### config.mk
export PLATFORM = sky130hd
export DESIGN_NAME = param_fifo
export DESIGN_NICKNAME = d
export VERILOG_FILES = /design/src/rtl/param_fifo.sv
export SDC_FILE = /design/constraint.sdc
export NUM_CORES = 1
export LEC_CHECK = 0
export ABC_AREA = 1
export CAP_MARGIN = 15
export CELL_PAD_IN_SITES_DETAIL_PLACEMENT = 2
export CELL_PAD_IN_SITES_GLOBAL_PLACEMENT = 2
export CORE_MARGIN = 1.5
export CORE_UTILIZATION = 42
export DETAILED_ROUTE_END_ITERATION = 7
export PLACE_DENSITY_LB_ADDON = 0.3
export SLEW_MARGIN = 20
export SYNTH_ARGS = -nofsm -noshare
export SYNTH_HDL_FRONTEND = slang
export SYNTH_SLANG_ARGS = --single-unit
### constraint.sdc
create_clock -name clk -period 2.8 [get_ports clk]
set_input_delay 0.28 -clock clk [delete_from_list [all_inputs] [get_ports clk]]
set_output_delay 0.28 -clock clk [all_outputs]
set_load 0.05 [all_outputs]
### src/rtl/param_fifo.sv
// Single-clock FIFO with selectable FWFT read mode, programmable almost flags,
// occupancy output, synchronous clear and sticky overflow/underflow flags.
module param_fifo #(
  parameter int unsigned WIDTH    = 16,
  parameter int unsigned DEPTH    = 16,
  parameter int unsigned AF_LEVEL = DEPTH - 2,
  parameter int unsigned AE_LEVEL = 2,
  parameter int unsigned FWFT     = 0
) (
  input  logic                     clk,
  input  logic                     reset_n,
  input  logic                     clr,
  input  logic [WIDTH-1:0]         data_in,
  input  logic                     wr_en,
  input  logic                     rd_en,
  output logic [WIDTH-1:0]         data_out,
  output logic                     full,
  output logic                     empty,
  output logic                     almost_full,
  output logic                     almost_empty,
  output logic [$clog2(DEPTH):0]   count,
  output logic                     overflow,
  output logic                     underflow
);

  localparam int unsigned PW = $clog2(DEPTH);
  localparam int unsigned CW = PW + 1;
  localparam logic [CW-1:0] DEPTH_C = CW'(DEPTH);
  localparam logic [CW-1:0] AF_C    = CW'(AF_LEVEL);
  localparam logic [CW-1:0] AE_C    = CW'(AE_LEVEL);

  logic [WIDTH-1:0] mem [DEPTH];

  logic [PW-1:0] wr_ptr_q, wr_ptr_d;
  logic [PW-1:0] rd_ptr_q, rd_ptr_d;
  logic [CW-1:0] count_q, count_d;
  logic          ovf_q, ovf_d;
  logic          udf_q, udf_d;
  logic          wa_s, ra_s;

  assign full         = (count_q == DEPTH_C);
  assign empty        = (count_q == {CW{1'b0}});
  assign almost_full  = (count_q >= AF_C);
  assign almost_empty = (count_q <= AE_C);
  assign count        = count_q;
  assign overflow     = ovf_q;
  assign underflow    = udf_q;

  // Acceptance is gated by the registered status, so a full FIFO never writes
  // through and an empty FIFO never bypasses.
  assign wa_s = wr_en & ~full;
  assign ra_s = rd_en & ~empty;

  // Next-state for pointers, occupancy and sticky error flags; clr wins.
  always_comb begin
    wr_ptr_d = wr_ptr_q;
    rd_ptr_d = rd_ptr_q;
    count_d  = count_q;
    ovf_d    = ovf_q;
    udf_d    = udf_q;
    if (clr) begin
      wr_ptr_d = {PW{1'b0}};
      rd_ptr_d = {PW{1'b0}};
      count_d  = {CW{1'b0}};
      ovf_d    = 1'b0;
      udf_d    = 1'b0;
    end else begin
      if (wa_s) begin
        wr_ptr_d = wr_ptr_q + PW'(1);
      end else begin
        wr_ptr_d = wr_ptr_q;
      end
      if (ra_s) begin
        rd_ptr_d = rd_ptr_q + PW'(1);
      end else begin
        rd_ptr_d = rd_ptr_q;
      end
      case ({wa_s, ra_s})
        2'b10:   count_d = count_q + CW'(1);
        2'b01:   count_d = count_q - CW'(1);
        default: count_d = count_q;
      endcase
      ovf_d = ovf_q | (wr_en & full);
      udf_d = udf_q | (rd_en & empty);
    end
  end

  // Control state registers.
  always_ff @(posedge clk or negedge reset_n) begin
    if (!reset_n) begin
      wr_ptr_q <= {PW{1'b0}};
      rd_ptr_q <= {PW{1'b0}};
      count_q  <= {CW{1'b0}};
      ovf_q    <= 1'b0;
      udf_q    <= 1'b0;
    end else begin
      wr_ptr_q <= wr_ptr_d;
      rd_ptr_q <= rd_ptr_d;
      count_q  <= count_d;
      ovf_q    <= ovf_d;
      udf_q    <= udf_d;
    end
  end

  // Storage array; deliberately not reset.
  always_ff @(posedge clk) begin
    if (wa_s && !clr) begin
      mem[wr_ptr_q] <= data_in;
    end
  end

  generate
    if (FWFT == 0) begin : g_std
      logic [WIDTH-1:0] dout_q;

      // Registered read port: loads the head word on each accepted read.
      always_ff @(posedge clk or negedge reset_n) begin
        if (!reset_n) begin
          dout_q <= {WIDTH{1'b0}};
        end else if (clr) begin
          dout_q <= {WIDTH{1'b0}};
        end else if (ra_s) begin
          dout_q <= mem[rd_ptr_q];
        end else begin
          dout_q <= dout_q;
        end
      end

      assign data_out = dout_q;
    end else begin : g_fwft
      assign data_out = mem[rd_ptr_q];
    end
  endgenerate

endmodule

==> run summary, run 1 <==
area grow syn2layout - 17.50%
asr flop ratio synth - 0.1080
Least-Margin Pin Slew - 857.5 ps
Setup Skew - 21.11 ps
number of synthesized flops with an enable pin - 256
antenna-violating nets left - 0
first-pass GRT wire length - 57,140 µm
post-synthesis cell area - 11,600 µm²
total CTS buffers - 31
min cycle time layout - 2614 ps
Fillers - 2,605
wire per inst - 27.91 µm
Yosys warnings - 0
hold_buf cts - 0
Worst slew margin - 0.4265
placed cells - 1,308
fmax - 0.3826 GHz
vias post-DR - 7,910
layout cell share with drive strength beyond 1 - 0.1356
CP max FO - 8
CTS root buf - clkbuf_16
GRT Total Usage - 0.2740
area of the multi-input gates - 2750 µm²
CTS H-tree depth - 1
Core ar. - 27,030 µm²
post-CTS sizing - 0
initial antenna violation count - 0
die width - 169.2 µm
clk_lat worst skew - 570 ps
Cell Count, Final, Fillers Out - 1,366
number of global-route vias before repair - 8,880
CTS tree - built
CTS max path bufs - 3
# rows - 60
kind of critical path - register to output pin
most frequent cells in the layout - edfxtp_1, nand2_1, o21ai_0
syn_nets - 946
worst endpoint data arrival time - 2330 ps
commonest non-fill, non-tap cell in the layout - edfxtp_1
DRC violations left - 0
Buffers on Ports - 47
Routed WL - 38,130 µm
via/cell ratio - 5.791
final hold violations - 0
Cell Pwr Density - 944.3 nW/µm²
Req. time, crit path - 2520 ps
RSZ-0062 raised after global routing - no
I/O pins - 48
clk slew on worst S/H paths - 60 ps
predominant post-synthesis flop cell - edfxtp_1
setup TNS - 0 ps
worst r2r src - rd_ptr_q[0]
syn avg cell area - 12.63 µm²
# diodes - 0
run status - finished clean
starting density of the core - 0.4292
Yosys cell types - 36
Hold Path Class - input pin to asynchronous set/reset pin
pre-CTS setup slack - 599.3 ps
clock sinks - 287
period utilisation layout - 0.9335
Initial DRT Pass Iterations - 5
Startpoint Class - register
Die ar. - 28,620 µm²
flops & latches, synth - 287
Final Worst Setup Slack - 186.3 ps
Crit. Startpoint - count[0]
sequential share of the synthesized area - 0.7297
post-detail-place hpwl - 24,580 µm
Final Net Count - 1,028
Gate Count Post-Synth - 918
Post-CTS Setup Bufs - 0
leakage power - 4.833 nW
Setup Viol. Count Final - 0
register area - 8467 µm²
Worst setup EP type - output pin
Slew Viols, Final - 0
Max Cap Viol - 0
die height - 169.2 µm
1st-iter DRT viols - 575
largest net degree at the start of global routing - 76
worst vdd ir - 594.0 µV
total gr overflow - 0
Placer Congestion - 0.8084
[worst max-delay path, cell delays in order (launching register included)]
cell,delay (ps)
dfrtp_1,470
a2111oi_1,430
clkdlybuf4s50_1,870
[stage by stage]
stage               hold WS, ps  utilization  area [µm²]  total power, mW
finish                    158.9       0.5043       13630            12.87
floorplan                -15.59            -       11600            7.528
CTS                       152.8       0.5043       13630            12.94
detailed placement        474.9       0.4687       12670            9.016
global route              185.8       0.5043       13630            13.34
global placement          469.4       0.4687       12670            8.844
[logic make-up after synthesis]
kind of cell / after synthesis / synth area share
adder cells (fa/ha/maj): 7 / 0.007551
AND/OR/NAND/NOR: 337 / 0.1236
flip-flops: 287 / 0.7297
AO/OA/AOI/OAI: 202 / 0.1009
XOR/XNOR: 2 / 0.001511
buffers and inverters: 83 / 0.03679
[layout make-up]
cell class / count / share of cell area
repair buffers: 97 / 0.06482
well taps: 341 / 0.03131
inverters: 35 / 0.01019
clock inverters: 10 / 0.003764
multi-input cells: 548 / 0.2018
flip-flops and latches: 287 / 0.6213
clock buffers: 48 / 0.06684
[registers in the layout, indices dropped and copies added (netlist names)]
signal	cells
rd_ptr_q	4
count	5
mem	256
overflow	1
data_out	16
underflow	1
wr_ptr_q	4
[routing by layer]
metal	share of wire	vias up	wire, µm	track usage
met1	0.40	4122	15380	0.3394
met3	0.044	79	1677	0.03475
li1	-	3478	-	-
met2	0.51	231	19380	0.4831
met4	0.044	0	1685	0.1193
met5	0	-	0	0
[synthesized netlist by cell type, types with 7 or more instances]
cell type,number,area share
inv_2,7,0.0023
o22ai_1,21,0.011
nand2_1,177,0.057
inv_1,25,0.0081
a211oi_1,12,0.0078
a21oi_1,42,0.018
ha_1,7,0.0076
o221ai_1,14,0.011
buf_4,8,0.0052
o21ai_0,87,0.038
clkbuf_1,8,0.0026
nor2_1,92,0.030
edfxtp_1,256,0.66
buf_2,26,0.011
o21ai_1,15,0.0065
dfrtp_1,31,0.067
nand3_1,42,0.018
[power breakdown]
group | switching (mW) | internal, mW | total (mW) | leakage [nW]
logic | 2.74 | 1.12 | 3.86 | 1.64
registers | 0.247 | 4.88 | 5.12 | 2.73
clock network | 1.66 | 2.23 | 3.89 | 0.472
total | 4.65 | 8.22 | 12.9 | 4.83
[path summary, 6_finish.rpt]
kind	end	slack, ps	cells past startpoint
min in group clk	underflow	430	3
max in group asynchronous	rd_ptr_q[0]	2260	2
hold reg to reg	data_out[9]	500	2
hold / removal	data_out[5]	160	2
setup reg to reg	data_out[0]	600	8
setup / recovery	almost_empty	190	2
No activity file was read; power rests on OpenSTA's default activity.
==> inputs of run 2 (changes only) <==
--- a/config.mk
+++ b/config.mk
@@ -13,7 +13,6 @@
 export CORE_UTILIZATION = 42
 export DETAILED_ROUTE_END_ITERATION = 7
 export PLACE_DENSITY_LB_ADDON = 0.3
-export SLEW_MARGIN = 20
 export SYNTH_ARGS = -nofsm -noshare
 export SYNTH_HDL_FRONTEND = slang
 export SYNTH_SLANG_ARGS = --single-unit
==> results of run 2 <==
No change in the layout: final DEF, timing and power equal those of run 1.
